==> config.mk <==
export PLATFORM = sky130hd
export DESIGN_NAME = uart_sample_sequencer
export DESIGN_NICKNAME = d
export VERILOG_FILES = /design/src/rtl/uart_pkg.sv /design/src/rtl/uart_sample_sequencer.sv
export SDC_FILE = /design/constraint.sdc
export NUM_CORES = 1
export LEC_CHECK = 0
export CORE_AREA = 3 3 88 107
export DETAILED_ROUTE_END_ITERATION = 7
export DIE_AREA = 0 0 91 110
export GPL_TIMING_DRIVEN = 0
export PLACE_DENSITY = 0.7
export RECOVER_POWER = 25
export SLEW_MARGIN = 0
export SYNTH_ARGS = -nofsm -noshare
export SYNTH_HDL_FRONTEND = slang
export SYNTH_SLANG_ARGS = --single-unit
==> constraint.sdc <==
create_clock -name clk_100MHz -period 3 [get_ports clk_100MHz]
set_input_delay 0.6 -clock clk_100MHz [delete_from_list [all_inputs] [get_ports clk_100MHz]]
set_output_delay 0.6 -clock clk_100MHz [all_outputs]
set_load 0.005 [all_outputs]
==> src/rtl/uart_pkg.sv <==
// Shared definitions for the UART sample sequencer: state encoding, data widths
// and the saturating error-count helper.
package uart_pkg;

    localparam int DBITS = 8;
    localparam int SMP_W = 16;

    localparam logic [2:0] RD_LO    = 3'd0;
    localparam logic [2:0] RD_HI    = 3'd1;
    localparam logic [2:0] SEND     = 3'd2;
    localparam logic [2:0] WAIT_RES = 3'd3;
    localparam logic [2:0] WR_LO    = 3'd4;
    localparam logic [2:0] WR_HI    = 3'd5;

    function automatic logic [7:0] sat_inc8(input logic [7:0] v);
        return (v == 8'hFF) ? v : v + 8'd1;
    endfunction

endpackage

==> src/rtl/uart_sample_sequencer.sv <==
// Assembles two Rx bytes into a 16-bit sample, hands it to a filter, and writes
// the filter result back to the Tx FIFO low byte first. Stalled partial frames time out.
module uart_sample_sequencer
    import uart_pkg::*;
#(
    parameter int TIMEOUT_CYC = 1_000_000,
    parameter int TO_BITS     = 20
) (
    input  logic              clk_100MHz,
    input  logic              reset,
    input  logic              rx_empty,
    input  logic [DBITS-1:0]  rx_data,
    output logic              rx_rd,
    input  logic              tx_full,
    output logic              tx_wr,
    output logic [DBITS-1:0]  tx_data,
    output logic              smp_valid,
    output logic [SMP_W-1:0]  smp_data,
    input  logic              smp_ready,
    input  logic              res_valid,
    input  logic [SMP_W-1:0]  res_data,
    output logic              res_ready,
    output logic              busy,
    output logic [15:0]       frame_cnt,
    output logic [7:0]        err_cnt
);

    localparam logic [TO_BITS-1:0] TO_LAST = TO_BITS'(TIMEOUT_CYC - 1);

    logic [2:0]         state;
    logic [SMP_W-1:0]   sample_q;
    logic [SMP_W-1:0]   result_q;
    logic [TO_BITS-1:0] timer_q;

    // Handshake strobes are pure decodes of the state so they drop with reset immediately.
    always_comb begin
        // NOTE: every output gets a default first so no path can infer a latch.
        rx_rd   = 1'b0;
        tx_wr   = 1'b0;
        tx_data = '0;
        if (!reset && (state == RD_LO || state == RD_HI))
            rx_rd = ~rx_empty;
        if (state == WR_LO) begin
            tx_wr   = ~tx_full;
            tx_data = result_q[DBITS-1:0];
        end else if (state == WR_HI) begin
            tx_wr   = ~tx_full;
            tx_data = result_q[SMP_W-1:DBITS];
        end
    end

    assign smp_valid = (state == SEND);
    assign res_ready = (state == WAIT_RES);
    assign busy      = (state != RD_LO);
    assign smp_data  = sample_q;

    // NOTE: all state updates use non-blocking assignments so every register samples pre-edge values.
    always_ff @(posedge clk_100MHz or posedge reset) begin
        if (reset) begin
            state     <= RD_LO;
            sample_q  <= '0;
            result_q  <= '0;
            timer_q   <= '0;
            frame_cnt <= '0;
            err_cnt   <= '0;
        end else begin
            case (state)
                RD_LO: begin
                    if (!rx_empty) begin
                        sample_q[DBITS-1:0] <= rx_data;
                        timer_q             <= '0;
                        state               <= RD_HI;
                    end
                end
                RD_HI: begin
                    // A byte arriving on the final timeout cycle still wins.
                    if (!rx_empty) begin
                        sample_q[SMP_W-1:DBITS] <= rx_data;
                        state                   <= SEND;
                    end else if (timer_q == TO_LAST) begin
                        sample_q <= '0;
                        err_cnt  <= sat_inc8(err_cnt);
                        state    <= RD_LO;
                    end else begin
                        timer_q <= timer_q + TO_BITS'(1);
                    end
                end
                SEND: begin
                    if (smp_ready)
                        state <= WAIT_RES;
                end
                WAIT_RES: begin
                    if (res_valid) begin
                        result_q <= res_data;
                        state    <= WR_LO;
                    end
                end
                WR_LO: begin
                    if (!tx_full)
                        state <= WR_HI;
                end
                WR_HI: begin
                    if (!tx_full) begin
                        frame_cnt <= frame_cnt + 16'd1;
                        state     <= RD_LO;
                    end
                end
                default: state <= RD_LO;
            endcase
        end
    end

endmodule

==> results.sh, run 1 <==
export IMPL_crit_arrival_ns=2.24
export IMPL_die_y_um=110
export IMPL_initial_utilization=0.4414
export IMPL_cp_end_kind="output port"
export IMPL_syn_to_final_growth_pct=31.71
export IMPL_dp_hpwl_um=6066
export IMPL_ctsRootBufferMaster="clkbuf_8"
export IMPL_critPathBufInv=4
export IMPL_power_density_mw_per_mm2=722.3
export IMPL_grt_pass1_wl_um=14020
export IMPL_syn_num_nets=389
export IMPL_overflow=0
export IMPL_ant_nets=0
export IMPL_placedInstanceArea_mm2=0.004747
export IMPL_cp_depth=6
export IMPL_cts_tree="yes"
export IMPL_power_total_mw=3.577
export IMPL_seq_area_frac_synth=0.5258
export IMPL_synth_area_per_cell_um2=10.56
export IMPL_finalHoldViolations=0
export IMPL_synth_largest_area_cell="dfrtp_1"
export IMPL_clk_latency_ns=0.36
export IMPL_drt_iter0_markers=143
export IMPL_cts_sinks=79
export IMPL_routabilityCongestion=0.7904
export IMPL_row_count=37
export IMPL_critPathLaunchType="flop"
export IMPL_design_core_area_mm2=0.008518
export IMPL_yosys_warnings=0
export IMPL_min_period_ns=2.838
export IMPL_antenna_found_initial=0
export IMPL_fmaxAchievable_mhz=352.4
export IMPL_synth_seq_cells=79
export IMPL_period_share=0.9459
export IMPL_clk_path_buf_depth=2
export IMPL_grt_use_total=0.1747
export IMPL_worstHoldPathType="reg2reg"
export IMPL_die_w_um=91
export IMPL_numPortBuffers=81
export IMPL_yosysUniqueCellTypes=44
export IMPL_ir_drop_uv=552.3
export IMPL_max_stage_delay_ns=0.52
export IMPL_synth_common_cells="79 x dfrtp_1, 29 x nand3_1, 24 x nand2_1, 20 x nor2_1, 19 x xnor2_1"
export IMPL_yosysMostFrequentCell="dfrtp_1"
export IMPL_critical_path_class="reg2out"
export IMPL_crit_family="buffers and inverters"
export IMPL_crit_fanout=10
export IMPL_syn_area_mm2=0.003760
export IMPL_nNetsFinal=483
export IMPL_cp_required_ns=2.40
export IMPL_first_pass_iters=4
export IMPL_wl_per_cell_um=14.95
export IMPL_maxSlewViolCount=0
export IMPL_holdWs_ns=0.4739
export IMPL_setup_viol=0
export IMPL_cap_violations=0
export IMPL_grt_max_degree=55
export IMPL_outcome="finished clean"
export IMPL_final_area_mm2=0.004952
export IMPL_crit_chain="clkbuf_1, buf_2, clkbuf_4, mux2i_1, nor2_1, clkdlybuf4s50_1"
export IMPL_post_cts_buffers=0
export IMPL_worst_pin_slew_ns=1.191
export IMPL_synth_edff_count=0
export IMPL_die_area_mm2=0.01001
export IMPL_leakage_nw=2.109
export IMPL_via_count=3012
export IMPL_synthCells=356
export IMPL_synth_top_area_share=0.5258
export IMPL_reg2reg_depth=5
export IMPL_ys_flop_type="dfrtp_1"
export IMPL_clk_pin_slew_ns=0.08
export IMPL_numCtsBuffers=9
export IMPL_critical_path_slowest_cell="clkdlybuf4s50_1"
export IMPL_rsz0062_at_grt="false"
export IMPL_hold_path_cell_count=1
export IMPL_viasPerCell=5.275
export IMPL_route_detailed_drc=0
export IMPL_drive_above_1_share=0.1057
export IMPL_yosys_top_cells_area="dfrtp_1 53%, mux2_2 5.1%, xnor2_1 4.4%, nand3_1 3.9%, a22o_1 2.6%"
export IMPL_slew_limit_headroom=0.2019
export IMPL_wirelength_um=8534
export IMPL_synthArstFlopShare=1.000
export IMPL_fin_skew_ns=0.009569
export IMPL_first_global_vias=2937
export IMPL_boundaryPins=83
export IMPL_insertedDiodeCount=0
export IMPL_h_tree_depth=3
==> layer usage <==
layer,global-route usage,part of all wire,up-vias
met5,0,0,-
met4,0.05711,0.015,0
met3,0.05703,0.058,7
met2,0.2877,0.49,75
met1,0.2194,0.44,1467
li1,-,-,1463
==> sequential cells by signal, indices dropped and copies added (netlist names) <==
| name | count |
|---|---|
| timer_q | 20 |
| result_q | 16 |
| err_cnt | 8 |
| smp_data | 16 |
| state | 3 |
| frame_cnt | 16 |
==> kinds of logic (layout without fill, tap and decap cells) <==
| family | count (synthesis) | in the layout | share of synthesized area |
|---|---|---|---|
| multiplexers | 27 | 27 | 0.07820 |
| adder cells (fa/ha/maj) | 3 | 3 | 0.009984 |
| buffers and inverters | 33 | 131 | 0.03428 |
| flip-flops | 79 | 79 | 0.5258 |
| AO/OA/AOI/OAI | 66 | 66 | 0.1148 |
| AND/OR/NAND/NOR | 124 | 124 | 0.1810 |
| XOR/XNOR | 24 | 24 | 0.05591 |
==> placed cells by master, fill, tap and decap left out, types with 3 or more instances in the layout <==
cell type        instances
and2_1                   5
nor3b_1                  4
o21ai_0                 17
xnor2_1                 19
clkdlybuf4s50_1         80
nand3_1                 29
clkbuf_8                10
nand2_1                 24
inv_1                   16
xor2_1                   5
mux2i_1                  8
a21oi_1                 11
and3_1                   6
ha_1                     3
nor2_1                  20
nand2b_1                 5
a22o_1                  11
a41oi_1                  3
nand4_1                  9
dfrtp_1                 79
a31oi_1                 14
clkbuf_1                12
and4_1                   5
nor4_1                   5
mux2_2                  17
==> power by group <==
part,internal [mW],leakage [nW],switching (mW)
Sequential,1.32,1.03,0.157
Clock,0.402,0.0944,0.388
Combinational,0.692,0.985,0.615
==> final cells by class <==
type	instances	area (um2)
multi-input combinational	244	1654
inverter	17	65.06
clock buffer	10	137.6
timing repair buffer	83	843.3
clock inverter	5	58.81
tap	117	146.4
buffer	16	70.07
sequential	79	1977
fill	742	3566
==> stage by stage <==
stage          TNS (ns)  instances  setup WS [ns]  utilization
2_1_floorplan         0        356         0.3766            -
3_3_place_gp     -73.25        554        -0.9305       0.5538
3_5_place_dp          0        555        0.07859       0.5573
4_1_cts               0        570        0.07235       0.5806
5_1_grt               0        571       0.003102       0.5814
6_report              0        571         0.1623       0.5814
==> timing repair <==
item	4_1_cts	5_1_grt
gates resized for setup	2	2
setup endpoints to repair	8	6
pin swaps	0	0
hold buffers	0	0
==> worst paths after layout <==
path / start / endpoint / slack (ns)
max in group asynchronous: reset / smp_data[11] / 1.25
setup / recovery: state[0] / tx_data[4] / 0.16
hold reg to reg: frame_cnt[15] / frame_cnt[15] / 0.47
hold / removal: frame_cnt[15] / frame_cnt[15] / 0.47
min in group asynchronous: reset / result_q[10] / 0.98
setup reg to reg: timer_q[8] / timer_q[15] / 0.67
(Power assumes the default switching activity.)
==> run 2, diff against run 1 <==
- CELL_PAD_IN_SITES_DETAIL_PLACEMENT: not set -> 0
- CELL_PAD_IN_SITES_GLOBAL_PLACEMENT: not set -> 2
- CORE_AREA: 3 3 88 107 -> 3 3 103 125
- DIE_AREA: 0 0 91 110 -> 0 0 106 128
- PLACE_DENSITY: 0.7 -> 0.78
- REMOVE_ABC_BUFFERS: not set -> 1
==> results.sh, run 2 (synthesis results as in run 1) <==
export IMPL_fin_skew_ns=0.005461
export IMPL_boundaryPins=83
export IMPL_cp_required_ns=2.40
export IMPL_layout_commonest_cell="clkdlybuf4s50_1"
export IMPL_ir_drop_uv=375.9
export IMPL_insertedDiodeCount=0
export IMPL_fmaxAchievable_mhz=372.0
export IMPL_overflow=0
export IMPL_finalHoldViolations=0
export IMPL_crit_family="buffers and inverters"
export IMPL_die_area_mm2=0.01357
export IMPL_first_pass_iters=4
export IMPL_critical_path_slowest_cell="clkdlybuf4s50_1"
export IMPL_final_area_mm2=0.005016
export IMPL_nNetsFinal=467
export IMPL_drt_iter0_markers=113
export IMPL_multi_input_area_mm2=0.001674
export IMPL_largest_reg_flops=20
export IMPL_final_cell_mix="81 x clkdlybuf4s50_1, 78 x dfrtp_1, 29 x nand3_1"
export IMPL_design_core_area_mm2=0.01162
export IMPL_row_count=43
export IMPL_via_count=2919
export IMPL_routabilityCongestion=0.7388
export IMPL_cts_tree="yes"
export IMPL_slew_limit_headroom=0.2143
export IMPL_h_tree_depth=3
export IMPL_die_y_um=128
export IMPL_finish_utilization=0.4316
export IMPL_grt_max_degree=55
export IMPL_cap_violations=0
export IMPL_max_stage_delay_ns=0.58
export IMPL_cp_end_kind="output port"
export IMPL_drive_above_1_share=0.1050
export IMPL_initial_utilization=0.3235
export IMPL_crit_chain="clkdlybuf4s50_1, nor4_1, clkdlybuf4s50_1"
export IMPL_setup_viol=0
export IMPL_clk_path_buf_depth=2
export IMPL_period_share=0.8961
export IMPL_crit_arrival_ns=2.09
export IMPL_cts_sinks=79
export IMPL_first_global_vias=3017
export IMPL_grt_pass1_wl_um=14690
export IMPL_viasPerCell=4.906
export IMPL_ctsRootBufferMaster="clkbuf_16"
export IMPL_wirelength_um=8858
export IMPL_critical_path_class="in2out"
export IMPL_rsz0062_at_grt="false"
export IMPL_outcome="finished clean"
export IMPL_maxSlewViolCount=0
export IMPL_numCtsBuffers=9
export IMPL_fin_setup_tns_ns=0
export IMPL_seq_area_mm2=0.001978
export IMPL_wl_per_cell_um=14.89
export IMPL_crit_top_cell="clkdlybuf4s50_1"
export IMPL_cp_depth=3
export IMPL_worstHoldPathType="reg2reg"
export IMPL_dp_hpwl_um=6184
export IMPL_reg2reg_depth=5
export IMPL_critPathLaunchType="input port"
export IMPL_nFillCells=1158
export IMPL_grt_use_total=0.1363
export IMPL_worst_pin_slew_ns=1.172
export IMPL_power_density_mw_per_mm2=747.2
export IMPL_placedInstanceArea_mm2=0.004742
export IMPL_antenna_found_initial=0
export IMPL_ant_nets=0
export IMPL_numPortBuffers=82
export IMPL_hold_path_cell_count=1
export IMPL_leakage_nw=2.109
export IMPL_critPathBufInv=2
export IMPL_die_w_um=106
export IMPL_clk_latency_ns=0.33
export IMPL_largest_register="timer_q"
export IMPL_crit_fanout=9
export IMPL_clk_pin_slew_ns=0.06
export IMPL_syn_to_final_growth_pct=33.41
export IMPL_min_period_ns=2.688
export IMPL_route_detailed_drc=0
==> run 2: per-stage QoR <==
stage	std cells	power [mW]	setup slack [ns]	hold WS (ns)
global route	595	4.021	0.2299	0.5230
detailed placement	580	2.777	-0.1658	0.4721
CTS	595	3.804	0.1343	0.4851
floorplan	340	2.173	0.3766	0.4443
finish	595	3.748	0.3118	0.4746
global placement	579	2.747	-1.089	0.4653
==> run 2: report_power, final <==
| part | internal [mW] | leakage (nW) | switching [mW] | total [mW] |
|---|---|---|---|---|
| Combinational | 0.661 | 0.945 | 0.525 | 1.19 |
| Clock | 0.577 | 0.134 | 0.415 | 0.992 |
| Sequential | 1.33 | 1.03 | 0.244 | 1.57 |
==> run 2: final timing paths <==
path                                       to  slack (ns)     startpoint
worst min register to register  frame_cnt[15]        0.47  frame_cnt[15]
max in group asynchronous            state[0]        0.63          reset
worst min-delay path            frame_cnt[15]        0.47  frame_cnt[15]
worst max-delay path                    rx_rd        0.31       rx_empty
min in group asynchronous        result_q[11]        0.98          reset
worst max register to register     err_cnt[6]        0.58    timer_q[12]
==> run 2: cell type report <==
cell class	instances	share of cell area
flip-flops and latches	79	0.3944
multi-input cells	244	0.3337
repair buffers	83	0.1651
clock buffers	10	0.04764
well taps	157	0.03916
inverters	17	0.01297
clock inverters	5	0.006984
==> run 2: what timing repair did <==
action | in CTS | in global routing
gates resized for setup | 1 | 1
endpoints found under the setup margin | 5 | 1
pin swaps | 0 | 0
hold buffers | 0 | 0
buffers inserted | 0 | 0
==> run 2: per-layer routing <==
layer  track usage  share of wire  wire [um]
met5             0              0          0
met4       0.06707          0.018        161
met3       0.03426          0.051        454
met2        0.2207           0.48       4291
met1        0.1698           0.45       3952
==> run 3, diff against run 2 <==
- CORE_AREA: 3 3 103 125 -> 3 3 100 122
- DIE_AREA: 0 0 106 128 -> 0 0 103 125
- PLACE_DENSITY: 0.78 -> 0.82
- clock period: 3 -> 3.3 ns (I/O delays scaled with it)
==> results.sh, run 3 (synthesis results as in run 1) <==
export IMPL_crit_fanout=9
export IMPL_critical_path_class="in2out"
export IMPL_die_y_um=125
export IMPL_fin_skew_ns=0.01156
export IMPL_grt_max_degree=45
export IMPL_r2r_start="state[0]"
export IMPL_setup_viol=0
export IMPL_nFillCells=1083
export IMPL_dp_cells=555
export IMPL_largest_register="timer_q"
export IMPL_reg2reg_slack_ns=0.58
export IMPL_cts_sinks=79
export IMPL_first_pass_iters=4
export IMPL_violations="max-capacitance violations, max-slew violations"
export IMPL_overflow=0
export IMPL_clk_pin_slew_ns=0.07
export IMPL_reg2reg_depth=4
export IMPL_viasPerCell=5.226
export IMPL_fmaxAchievable_mhz=358.0
export IMPL_crit_path_end="rx_rd"
export IMPL_multi_input_area_mm2=0.001668
export IMPL_critPathLaunchType="input port"
export IMPL_numPortBuffers=82
export IMPL_cap_violations=1
export IMPL_wl_per_cell_um=15.09
export IMPL_hold_buffers=0
export IMPL_route_detailed_drc=0
export IMPL_final_area_mm2=0.005037
export IMPL_numCtsBuffers=9
export IMPL_grt_use_total=0.1434
export IMPL_initial_utilization=0.3407
export IMPL_worstHoldPathType="reg2reg"
export IMPL_design_core_area_mm2=0.01104
export IMPL_via_count=2984
export IMPL_seq_area_mm2=0.001977
export IMPL_maxSlewViolCount=36
export IMPL_largest_reg_flops=20
export IMPL_final_cell_mix="81 x clkdlybuf4s50_1, 79 x dfrtp_1, 29 x nand3_1"
export IMPL_die_w_um=103
export IMPL_period_share=0.8466
export IMPL_fin_ws_ns=0.5063
export IMPL_ctsRootBufferMaster="clkbuf_16"
export IMPL_die_area_mm2=0.01288
export IMPL_first_global_vias=3048
export IMPL_grt_pass1_wl_um=14800
export IMPL_crit_arrival_ns=2.13
export IMPL_clk_latency_ns=0.34
export IMPL_cp_required_ns=2.64
export IMPL_drive_above_1_share=0.1025
export IMPL_post_cts_buffers=0
export IMPL_routabilityCongestion=0.7416
export IMPL_dp_hpwl_um=5902
export IMPL_layout_commonest_cell="clkdlybuf4s50_1"
export IMPL_slew_limit_headroom=-0.1867
export IMPL_power_density_mw_per_mm2=701.7
export IMPL_finalHoldViolations=0
export IMPL_nNetsFinal=467
export IMPL_h_tree_depth=3
export IMPL_wirelength_um=8618
export IMPL_clk_path_buf_depth=2
export IMPL_rsz0062_at_grt="false"
export IMPL_outcome="finished with violations"
export IMPL_worst_pin_slew_ns=1.770
export IMPL_antenna_found_initial=0
export IMPL_min_period_ns=2.794
export IMPL_cp_startpoint="rx_empty"
export IMPL_reg2reg_to="timer_q[2]"
export IMPL_ir_drop_uv=327.9
export IMPL_cp_end_kind="output port"
export IMPL_drt_iter0_markers=116
export IMPL_placedInstanceArea_mm2=0.004711
export IMPL_insertedDiodeCount=0
export IMPL_leakage_nw=2.135
export IMPL_dp_slack_ns=0.1581
export IMPL_cts_resized=0
export IMPL_ant_nets=0
export IMPL_syn_to_final_growth_pct=33.98
export IMPL_row_count=42
export IMPL_boundaryPins=83
export IMPL_cts_tree="yes"
export IMPL_stdcell_count=571
==> run 3: per-stage QoR <==
step	hold slack [ns]	TNS [ns]	util	power, mW
after floorplan	0.4443	0	-	1.975
after global placement	0.4639	-63.59	0.4242	2.490
after detailed placement	0.4651	0	0.4269	2.512
after CTS	0.4787	0	0.4553	3.581
after global routing	0.5006	0	0.4565	3.769
final	0.4768	0	0.4565	3.535
==> run 3: where the power goes <==
| group | total, mW | internal (mW) | switching [mW] |
|---|---|---|---|
| clock network | 1.05 | 0.619 | 0.432 |
| registers | 1.42 | 1.20 | 0.219 |
| logic | 1.06 | 0.601 | 0.460 |
==> run 3: worst min path at each step <==
stage / slack [ns] / start / cells past startpoint / to
floorplan: 0.44 / timer_q[19] / 1 / timer_q[19]
global placement: 0.46 / frame_cnt[15] / 1 / frame_cnt[15]
detailed placement: 0.47 / frame_cnt[15] / 1 / frame_cnt[15]
CTS: 0.48 / frame_cnt[15] / 1 / frame_cnt[15]
global route: 0.50 / timer_q[19] / 1 / timer_q[19]
finish: 0.48 / frame_cnt[15] / 1 / frame_cnt[15]
==> run 3: metal layers <==
metal,vias up,global-route usage,wire (um)
met4,0,0.05412,116
met3,8,0.03565,374
met2,61,0.2255,4274
li1,1435,-,-
met5,-,0,0
met1,1480,0.1891,3853
==> run 3: layout make-up <==
cell class	instances	area share
Clock buffer	10	0.04744
Timing Repair Buffer	83	0.1684
Tap cell	132	0.03279
Multi-Input combinational cell	244	0.3311
Sequential cell	79	0.3924
Clock inverter	6	0.01490
Inverter	17	0.01292
==> run 3: worst max-delay path, cell delays in order <==
cell,delay (ns)
clkdlybuf4s50_1,0.58
nor4_1,0.33
clkdlybuf4s50_1,0.56
